`src/rtl/pipe_hazard_ctrl_pkg.sv`:
```
// rtl/pipe_hazard_ctrl_pkg.sv - shared encodings for the pipeline hazard controller
// Purpose: Tuse/Tnew encodings, HI/LO operation codes, sequencer state codes and the
//          exception vector shared with the pipeline registers and the PC.
// Ports:   none (package)
package pipe_hazard_ctrl_pkg;

  // Tuse of 3 means the operand is never read, so it can never be younger than any Tnew.
  localparam logic [1:0] TUSE_NONE  = 2'd3;
  localparam logic [1:0] TNEW_READY = 2'd0;

  typedef enum logic [1:0] {
    MD_NONE = 2'b00,
    MD_MULT = 2'b01,
    MD_DIV  = 2'b10
  } md_op_e;

  typedef enum logic [1:0] {
    ST_RUN   = 2'b00,
    ST_STALL = 2'b01,
    ST_EXC   = 2'b10
  } hz_state_e;

  localparam logic [31:0] EXC_VECTOR = 32'h0000_4180;

endpackage

```
`src/rtl/pipe_hazard_ctrl_if.sv`:
```
// rtl/pipe_hazard_ctrl_if.sv - stage hazard inputs and pipeline control outputs
// Purpose: groups the D/E/M stage hazard information and the hold/bubble/flush controls.
// Ports:   slave  - hazard controller side (stage info in, controls out)
//          master - pipeline side (stage info out, controls in)
interface pipe_hazard_ctrl_if #(
  parameter int PERF_W = 32
);
  logic [4:0]        D_rs;
  logic [4:0]        D_rt;
  logic [1:0]        D_tuse_rs;
  logic [1:0]        D_tuse_rt;
  logic              D_is_md;
  logic              D_is_eret;
  logic [4:0]        E_A3;
  logic [4:0]        M_A3;
  logic [1:0]        E_tnew;
  logic [1:0]        M_tnew;
  logic [1:0]        E_md_start;
  logic              E_mtc0_epc;
  logic              M_mtc0_epc;
  logic              exc_req;
  logic              stall_FD;
  logic              bubble_E;
  logic              flush_req;
  logic              md_busy;
  logic [1:0]        state;
  logic [PERF_W-1:0] stall_cnt;

  modport slave (
    input  D_rs, D_rt, D_tuse_rs, D_tuse_rt, D_is_md, D_is_eret,
    input  E_A3, M_A3, E_tnew, M_tnew, E_md_start, E_mtc0_epc, M_mtc0_epc, exc_req,
    output stall_FD, bubble_E, flush_req, md_busy, state, stall_cnt
  );

  modport master (
    output D_rs, D_rt, D_tuse_rs, D_tuse_rt, D_is_md, D_is_eret,
    output E_A3, M_A3, E_tnew, M_tnew, E_md_start, E_mtc0_epc, M_mtc0_epc, exc_req,
    input  stall_FD, bubble_E, flush_req, md_busy, state, stall_cnt
  );
endinterface

```
`src/rtl/pipe_hazard_ctrl_md_busy_timer.sv`:
```
// rtl/pipe_hazard_ctrl_md_busy_timer.sv - HI/LO busy timer
// Purpose: loads the mult/div latency when an operation issues from E and counts down.
// Ports:   clk, rst_n  - clock, asynchronous active-low reset
//          start_i     - E-stage HI/LO operation code (11 behaves as none)
//          kill_i      - issuing instruction is being flushed; its start is dropped
//          md_busy_o   - counter nonzero
module md_busy_timer
  import pipe_hazard_ctrl_pkg::*;
#(
  parameter int MULT_LAT = 5,
  parameter int DIV_LAT  = 10,
  parameter int CNT_W    = 4
) (
  input  logic       clk,
  input  logic       rst_n,
  input  logic [1:0] start_i,
  input  logic       kill_i,
  output logic       md_busy_o
);

  logic [CNT_W-1:0] count_q;
  logic [CNT_W-1:0] count_d;

  always_comb begin
    count_d = count_q;
    if (!kill_i && start_i == MD_MULT) begin
      count_d = CNT_W'(MULT_LAT);
    end else if (!kill_i && start_i == MD_DIV) begin
      count_d = CNT_W'(DIV_LAT);
    end else if (count_q != '0) begin
      // A count already running keeps going through a flush.
      count_d = count_q - 1'b1;
    end
  end

  always_ff @(posedge clk or negedge rst_n) begin
    if (!rst_n) begin
      count_q <= '0;
    end else begin
      count_q <= count_d;
    end
  end

  assign md_busy_o = (count_q != '0);

endmodule

```
`src/rtl/pipe_hazard_ctrl.sv`:
```
// rtl/pipe_hazard_ctrl.sv - pipeline hold/bubble/flush sequencer
// Purpose: per cycle decides whether PC/IF_ID hold, ID_EX takes a bubble, or every pipeline
//          register flushes to the exception vector; owns the HI/LO busy timer and the
//          RUN/STALL/EXC state machine; counts stalled cycles.
// Ports:   clk   - pipeline clock
//          reset - asynchronous active-low reset
//          hz    - stage hazard inputs, stall_FD/bubble_E/flush_req/md_busy/state/stall_cnt
module pipe_hazard_ctrl
  import pipe_hazard_ctrl_pkg::*;
#(
  parameter int MULT_LAT = 5,
  parameter int DIV_LAT  = 10,
  parameter int CNT_W    = 4,
  parameter int PERF_W   = 32
) (
  input  logic              clk,
  input  logic              reset,
  pipe_hazard_ctrl_if.slave hz
);

  logic              md_busy;
  logic              stall_rs;
  logic              stall_rt;
  logic              stall_md;
  logic              stall_eret;
  logic              stall_any;
  logic              flush;
  logic              stall;
  hz_state_e         state_q;
  hz_state_e         state_d;
  logic [PERF_W-1:0] stall_cnt_q;
  logic [PERF_W-1:0] stall_cnt_d;

  md_busy_timer #(
    .MULT_LAT (MULT_LAT),
    .DIV_LAT  (DIV_LAT),
    .CNT_W    (CNT_W)
  ) u_md_busy_timer (
    .clk       (clk),
    .rst_n     (reset),
    .start_i   (hz.E_md_start),
    .kill_i    (hz.exc_req),
    .md_busy_o (md_busy)
  );

  always_comb begin
    stall_rs   = (hz.D_rs != 5'd0) &&
                 ((hz.D_rs == hz.E_A3 && hz.D_tuse_rs < hz.E_tnew) ||
                  (hz.D_rs == hz.M_A3 && hz.D_tuse_rs < hz.M_tnew));
    stall_rt   = (hz.D_rt != 5'd0) &&
                 ((hz.D_rt == hz.E_A3 && hz.D_tuse_rt < hz.E_tnew) ||
                  (hz.D_rt == hz.M_A3 && hz.D_tuse_rt < hz.M_tnew));
    stall_md   = hz.D_is_md && (md_busy || hz.E_md_start != MD_NONE);
    // eret reads EPC in D; an mtc0 to EPC still in E or M has not written it yet.
    stall_eret = hz.D_is_eret && (hz.E_mtc0_epc || hz.M_mtc0_epc);
    stall_any  = stall_rs || stall_rt || stall_md || stall_eret;
    // Controls stay quiet while reset is held; the exception flush overrides any hold.
    flush      = reset && hz.exc_req;
    stall      = reset && stall_any && !flush;
  end

  always_comb begin
    state_d = state_q;
    if (hz.exc_req) begin
      state_d = ST_EXC;
    end else begin
      case (state_q)
        ST_RUN:   state_d = stall ? ST_STALL : ST_RUN;
        ST_STALL: state_d = stall ? ST_STALL : ST_RUN;
        ST_EXC:   state_d = ST_RUN;
        default:  state_d = ST_RUN;
      endcase
    end
  end

  always_comb begin
    stall_cnt_d = stall_cnt_q;
    if (stall && stall_cnt_q != {PERF_W{1'b1}}) begin
      stall_cnt_d = stall_cnt_q + 1'b1;
    end
  end

  always_ff @(posedge clk or negedge reset) begin
    if (!reset) begin
      state_q     <= ST_RUN;
      stall_cnt_q <= '0;
    end else begin
      state_q     <= state_d;
      stall_cnt_q <= stall_cnt_d;
    end
  end

  assign hz.stall_FD  = stall;
  assign hz.bubble_E  = stall;
  assign hz.flush_req = flush;
  assign hz.md_busy   = md_busy;
  assign hz.state     = state_q;
  assign hz.stall_cnt = stall_cnt_q;

endmodule

```
`src/flat_wrapper.sv`:
```
// flat-port wrapper written by rule: the top's interface ports become plain ports
module pipe_hazard_ctrl_flat import pipe_hazard_ctrl_pkg::*;
#(
  parameter int MULT_LAT = 5,
  parameter int DIV_LAT  = 10,
  parameter int CNT_W    = 4,
  parameter int PERF_W   = 32
)
  (clk, reset, hz_D_rs, hz_D_rt, hz_D_tuse_rs, hz_D_tuse_rt, hz_D_is_md, hz_D_is_eret, hz_E_A3, hz_M_A3, hz_E_tnew, hz_M_tnew, hz_E_md_start, hz_E_mtc0_epc, hz_M_mtc0_epc, hz_exc_req, hz_stall_FD, hz_bubble_E, hz_flush_req, hz_md_busy, hz_state, hz_stall_cnt);
  pipe_hazard_ctrl_if #(.PERF_W(PERF_W)) hz_i ();
  input  logic clk;
  input  logic reset;
  input wire logic [$bits(hz_i.D_rs)-1:0] hz_D_rs;
  input wire logic [$bits(hz_i.D_rt)-1:0] hz_D_rt;
  input wire logic [$bits(hz_i.D_tuse_rs)-1:0] hz_D_tuse_rs;
  input wire logic [$bits(hz_i.D_tuse_rt)-1:0] hz_D_tuse_rt;
  input wire logic [$bits(hz_i.D_is_md)-1:0] hz_D_is_md;
  input wire logic [$bits(hz_i.D_is_eret)-1:0] hz_D_is_eret;
  input wire logic [$bits(hz_i.E_A3)-1:0] hz_E_A3;
  input wire logic [$bits(hz_i.M_A3)-1:0] hz_M_A3;
  input wire logic [$bits(hz_i.E_tnew)-1:0] hz_E_tnew;
  input wire logic [$bits(hz_i.M_tnew)-1:0] hz_M_tnew;
  input wire logic [$bits(hz_i.E_md_start)-1:0] hz_E_md_start;
  input wire logic [$bits(hz_i.E_mtc0_epc)-1:0] hz_E_mtc0_epc;
  input wire logic [$bits(hz_i.M_mtc0_epc)-1:0] hz_M_mtc0_epc;
  input wire logic [$bits(hz_i.exc_req)-1:0] hz_exc_req;
  output wire logic [$bits(hz_i.stall_FD)-1:0] hz_stall_FD;
  output wire logic [$bits(hz_i.bubble_E)-1:0] hz_bubble_E;
  output wire logic [$bits(hz_i.flush_req)-1:0] hz_flush_req;
  output wire logic [$bits(hz_i.md_busy)-1:0] hz_md_busy;
  output wire logic [$bits(hz_i.state)-1:0] hz_state;
  output wire logic [$bits(hz_i.stall_cnt)-1:0] hz_stall_cnt;
  assign hz_i.D_rs = hz_D_rs;
  assign hz_i.D_rt = hz_D_rt;
  assign hz_i.D_tuse_rs = hz_D_tuse_rs;
  assign hz_i.D_tuse_rt = hz_D_tuse_rt;
  assign hz_i.D_is_md = hz_D_is_md;
  assign hz_i.D_is_eret = hz_D_is_eret;
  assign hz_i.E_A3 = hz_E_A3;
  assign hz_i.M_A3 = hz_M_A3;
  assign hz_i.E_tnew = hz_E_tnew;
  assign hz_i.M_tnew = hz_M_tnew;
  assign hz_i.E_md_start = hz_E_md_start;
  assign hz_i.E_mtc0_epc = hz_E_mtc0_epc;
  assign hz_i.M_mtc0_epc = hz_M_mtc0_epc;
  assign hz_i.exc_req = hz_exc_req;
  assign hz_stall_FD = hz_i.stall_FD;
  assign hz_bubble_E = hz_i.bubble_E;
  assign hz_flush_req = hz_i.flush_req;
  assign hz_md_busy = hz_i.md_busy;
  assign hz_state = hz_i.state;
  assign hz_stall_cnt = hz_i.stall_cnt;
  pipe_hazard_ctrl #(.MULT_LAT(MULT_LAT), .DIV_LAT(DIV_LAT), .CNT_W(CNT_W), .PERF_W(PERF_W)) u_core (.clk(clk), .reset(reset), .hz(hz_i));
endmodule
```
`config.mk`:
```
export PLATFORM = sky130hd
export DESIGN_NAME = pipe_hazard_ctrl_flat
export DESIGN_NICKNAME = d
export VERILOG_FILES = /design/src/rtl/pipe_hazard_ctrl_pkg.sv /design/src/rtl/pipe_hazard_ctrl_if.sv /design/src/rtl/pipe_hazard_ctrl_md_busy_timer.sv /design/src/rtl/pipe_hazard_ctrl.sv /design/src/flat_wrapper.sv
export SDC_FILE = /design/constraint.sdc
export NUM_CORES = 1
export LEC_CHECK = 0
export CAP_MARGIN = 20
export CORE_UTILIZATION = 42
export CTS_CLUSTER_DIAMETER = 120
export CTS_CLUSTER_SIZE = 20
export DETAILED_ROUTE_END_ITERATION = 7
export GPL_TIMING_DRIVEN = 0
export PLACE_DENSITY_LB_ADDON = 0.12
export SLEW_MARGIN = 20
export SYNTH_ARGS = -nofsm -noshare
export SYNTH_HDL_FRONTEND = slang
export SYNTH_HIERARCHICAL = 1
export SYNTH_SLANG_ARGS = --single-unit
export TNS_END_PERCENT = 1
```
`constraint.sdc`:
```
create_clock -name clk -period 2.34 [get_ports clk]
set_input_delay 0.468 -clock clk [delete_from_list [all_inputs] [get_ports clk]]
set_output_delay 0.468 -clock clk [all_outputs]
set_load 0.02 [all_outputs]
```
Yosys cells after proc, flatten, opt, wreduce, memory -nomap -nowiden
Cells that the tools add are included.
Word-level totals
  register bits after elaboration: 38
  latch bits: 0
  RAM bits: 0
  ROM bits: 0
  input port bits: 37
  output and inout bits: 38
  logic and storage cells: 53
  memories: 0
Cells by class
  add/sub/neg operators: 2
  $mul: 0
  div/mod/pow operators: 0
  order comparisons: 4
  equal/unequal tests: 8
  shift-type cells: 0
  multiplexer cells: 6
  bitwise gates (word level): 0
  reduce and logical (&&, ||, !) cells: 30
Operator list (count)
  $add 32x1->32 const B: 1
  $ne 32x32->1 const B: 1
  $eq 5x5->1: 4
  $logic_and 1x1->1: 14
  $mux 4: 3
  $reduce_bool 5->1: 2
  $lt 2x2->1: 4
  $logic_or 1x1->1: 7
  $eq 2x1->1 const B: 2
  $mux 2: 2
  $reduce_bool 4->1: 1
  $sub 4x1->4 const B: 1
  $reduce_bool 3->1: 1
  $eq 2x2->1 const B: 1
  $logic_not 1->1: 2
  $logic_not 2->1: 1
  $reduce_bool 2->1: 1
  $reduce_or 2->1: 1
  $mux 1: 1

Logic depth before layout (Yosys ltp)
  word-level depth: 12
  mapped depth: 11
  depth with buffers taken out: 10

Cells and area by module
Netlist, hierarchy kept.
By module, submodules not included
  pipe_hazard_ctrl: times used 1, cells an instance 203, area each 2050.7 µm², seq. area each 850.8 µm²
  md_busy_timer: times used 1, cells an instance 32, area each 305.3 µm², seq. area each 100.1 µm²

Least setup slack after synthesis
OpenSTA, ideal clock, no wires.
  kind: reg2out
  start: register u_core.u_md_busy_timer.count_q[0]
  end: output hz_stall_FD
  arrival: 2176 ps
  required time: 1872 ps
  setup slack: -304 ps
  cell stages (with the launch flop): 11
  path buffers: 2
  path through: dfrtp_1 inv_1 ha_1 nor3b_2 inv_2 o31ai_1 a21oi_1 a221oi_2 inv_1 buf_2 buf_4
Between the ends
  word-level cells in the longest chain between the ends: 7
Ends and longest elaborated chain
  from (decl): line pipe_hazard_ctrl_md_busy_timer.sv:21  | logic [CNT_W-1:0] count_q;
  from (signal assigned): line pipe_hazard_ctrl_md_busy_timer.sv:40  | count_q <= count_d;
  $reduce_bool 4->1: line pipe_hazard_ctrl_md_busy_timer.sv:44  | assign md_busy_o = (count_q != '0);
  net hz_md_busy: line flat_wrapper.sv:30  | output wire logic [$bits(hz_i.md_busy)-1:0] hz_md_busy;
  $logic_or 1x1->1: line pipe_hazard_ctrl.sv:53  | stall_md = hz.D_is_md && (md_busy || hz.E_md_start != MD_NONE);
  $logic_and 1x1->1: line pipe_hazard_ctrl.sv:53
  $logic_or 1x1->1 (2 in a row): line pipe_hazard_ctrl.sv:56  | stall_any = stall_rs || stall_rt || stall_md || stall_eret;
  $logic_and 1x1->1 (2 in a row): line pipe_hazard_ctrl.sv:59  | stall = reset && stall_any && !flush;
  to (decl): line flat_wrapper.sv:27  | output wire logic [$bits(hz_i.stall_FD)-1:0] hz_stall_FD;
The timed path passes the listed nets, and every way through them passes these cells.

Final worst setup path
  start: register u_core.u_md_busy_timer.count_q[1]
  end: output hz_stall_FD
Between the ends
  word-level cells in the longest chain between the ends: 7
Ends and longest elaborated chain (line)
  $reduce_bool 4->1: pipe_hazard_ctrl_md_busy_timer.sv:44
  $logic_or 1x1->1: pipe_hazard_ctrl.sv:53
  $logic_and 1x1->1: pipe_hazard_ctrl.sv:53
  $logic_or 1x1->1 (2 in a row): pipe_hazard_ctrl.sv:56
  $logic_and 1x1->1 (2 in a row): pipe_hazard_ctrl.sv:59
No other way between the ends.

==> summary.md <==
| Metric | Value |
|---|---|
| Status | complete, but fails checks |
| Failing checks | setup timing |
| Placer congestion estimate | 0.816 |
| Cell Count Post-Placement | 380 |
| Final period util | 109% |
| Final-report hold violation count | 0 |
| Final Skew | 0.00602 ns |
| Die width | 76.9 microns |
| Hold Path Class | in2async |
| Area share of the largest cell type after synthesis | 40.4% |
| Syn Nets | 279 |
| Post-synth top flop | dfrtp_1 |
| Core area | 5240 sq um |
| Worst setup SP type | register |
| Max frequency | 391 MHz |
| Warnings, synthesis | 6 |
| CP required | 1.87 ns |
| Max VDD drop | 0.589 mV |
| Layout fillers | 402 |
| RSZ-0062 raised after global routing | yes |
| Initial antenna violation count | 0 |
| Yosys cell types | 45 |
| Fin nets | 378 |
| DR pass1 iterations | 4 |
| CTS Sinks | 38 |
| DR vias | 2141 |
| Cell Rows | 26 |
| Starting density of the core | 45.0% |
| Worst Tran Pin Value | 0.468 ns |
| Mapped Cells | 235 |
| Finished Layout Cells | 405 |
| Post-synth EDFFs | 0 |
| Final WL | 6310 microns |
| Cell taking the most area after synthesis | dfrtp_1 |
| Via-to-Cell Ratio | 5.29 |
| CTS Root Cell | clkbuf_8 |
| CTS tree | built |
| Num ports | 75 |
| PortBufs | 74 |
| Seq/Total Area, Yosys | 40.4% |
| CTS clock-pin slew for the worst setup and hold paths | 0.07 ns |
| Die area | 5910 sq um |
| Final min period | 2.56 ns |
| Sequential Area | 951 sq um |
| Chip height | 76.9 microns |
| Routed len/inst | 15.6 microns |
| Avg Cell Area, Syn | 10.0 sq um |
| Post-route setup slack | -0.216 ns |
| Crit path capture type | output pin |
| Skew-Pair Late Insertion Delay | 0.29 ns |
| Power per Cell Area | 615 nW/um^2 |
| Drt drc | 0 |
| Largest net degree at the start of global routing | 26 |
| N_diodes | 0 |
| Total Power | 0.00230 W |
| Top cells by area, synth | dfrtp_1 40%, xor2_1 10%, xnor2_1 8.9% |
| Rel. slew slack | 68.5% |
| Share of cells above drive strength 1 | 28.4% |
| CP Class | reg2out |
| DR iter-0 viols | 108 |
| Critical Path AT | 2.09 ns |
| Leak | 1.53 nW |
| Area Overhead vs Synth | 58.8% |
| GRT Util Overall | 21.9% |
| Crit Path Max Fanout | 5 |
| Total grt overflow | 0 |
| Multi-input logic area | 1660 sq um |
| Total CTS buffers | 5 |
| DP HPWL | 4300 microns |
| Synth Cell Area | 2360 sq um |
| First-pass GRT wire length | 10100 microns |
| Max Cap Violations | 0 |
| Post-DRT Antenna Nets | 0 |
| Post-synth ARST share | 100% |
| Synthesized flop and latch total | 38 |
| Slew Limit Fails | 0 |
| Vias in the first global route | 2141 |
| Final setup vio count | 9 |
| Clk buf depth | 2 |
| Hold Buf Count CTS | 0 |
| WHS | 0.0700 ns |
| H-tree depth | 2 |
[final timing paths]
check / startpoint / to / slack, ns / cells after the start
setup reg to reg: u_core/hz.stall_cnt[9] / u_core/hz.stall_cnt[26] / -0.04 / 7
min in group clk: u_core/hz.state[1] / u_core/hz.state[0] / 0.44 / 1
max in group asynchronous: reset / u_core/hz.stall_cnt[18] / 1.87 / 2
setup / recovery: u_core/u_md_busy_timer/count_q[1] / hz_stall_FD / -0.22 / 10
hold / removal: reset / u_core/hz.stall_cnt[25] / 0.07 / 1
hold reg to reg: u_core/hz.state[1] / u_core/hz.state[0] / 0.44 / 1
[layer usage]
metal  share of wire [%]  wire, microns  up-vias  track usage [%]
li1                    -              -     1035                -
met3                 3.4            216        4             4.64
met1                  45           2830     1056             27.7
met5                   0              0        -                0
met2                  51           3200       46             37.8
met4                0.89             56        0             5.77
[cell type report]
type | count | share of cell area (%)
Multi-Input combinational cell | 181 | 44.3
Sequential cell | 38 | 25.4
Timing Repair Buffer | 93 | 23.3
Tap cell | 70 | 2.34
Clock buffer | 7 | 2.31
Buffer | 6 | 1.27
Inverter | 9 | 0.903
Clock inverter | 1 | 0.134
[layout by cell type, fill, tap and decap left out, drive strengths merged, types with 2 or more instances in the layout]
master / n
buf: 26
ha: 7
a2111oi: 4
o21ai: 3
xor2: 27
nor2b: 2
or4: 2
clkbuf: 12
nor4b: 6
and3: 4
inv: 9
nor3b: 2
nand4: 16
and2: 2
or2: 3
a2bb2oi: 2
xnor2: 24
nor4: 6
clkdlybuf4s50: 49
nand2b: 6
mux2: 2
a21oi: 5
nand2: 12
o31ai: 2
clkdlybuf4s15: 6
nand3: 10
dlygate4sd2: 12
nor2: 11
nor3: 13
dfrtp: 38
[synth_stat cells, types with 2 or more instances]
cell type  instances
and3_1             4
nor4b_2            4
nor3_1            13
or4_1              2
nor2_1            11
nor4_1             4
nand2b_1           6
nand4_1           16
buf_2              4
o21ai_0            3
xnor2_1           24
ha_1               7
dfrtp_1           38
nand2_1           12
nor2b_1            2
o31ai_1            2
nand3_1           10
or2_2              2
nor4_2             2
inv_1              8
a21oi_1            5
a2111oi_0          3
and2_1             2
mux2_2             2
xor2_1            27
a2bb2oi_1          2
nor4b_1            2
[critical path, stage by stage (launching register included)]
cell and delay, ns:
dfrtp_1 0.39, inv_2 0.09, ha_4 0.14, nor3b_4 0.20, inv_2 0.07, o31ai_4 0.22
a21oi_2 0.10, a221oi_4 0.24, inv_2 0.11, buf_6 0.13, buf_6 0.12
[what timing repair did]
action,in CTS,in global routing
gates resized for setup,76,23
buffers inserted,13,5
endpoints found under the setup margin,36,34
pin swaps,15,9
[report_power, final]
group | total, W | internal, W | switching [W]
registers | 0.000876 | 0.000753 | 0.000123
logic | 0.000962 | 0.000513 | 0.000449
clock network | 0.000462 | 0.000238 | 0.000225
[through the flow]
| step | setup WS (ns) | TNS (ns) | util [%] | area (sq um) |
|---|---|---|---|---|
| after CTS | -0.258 | -0.593 | 69.8 | 3650 |
| after detailed placement | -1.29 | -20.19 | 61.8 | 3240 |
| after global routing | -0.342 | -1.97 | 71.5 | 3740 |
| final | -0.216 | -0.562 | 71.5 | 3740 |
| after global placement | -2.16 | -57.21 | 61.3 | 3210 |
| after floorplan | -0.168 | -0.207 | - | 2380 |
[kinds of logic after synthesis]
logic type	Yosys count	synth area share, %
AOI/OAI and AO/OA	24	7.91
xor gates and xnor gates	51	19.0
adders and majority gates	7	3.72
buffers and inverters	16	3.24
DFF	38	40.4
muxes	2	0.956
and+or+nand+nor	97	24.9
[flip-flops by register name, summed over array words and instances (netlist names)]
signal and count:
u_core/u_md_busy_timer/count_q 4, u_core/hz.stall_cnt 32, u_core/hz.state 2
No activity file was read; power rests on OpenSTA's default activity.
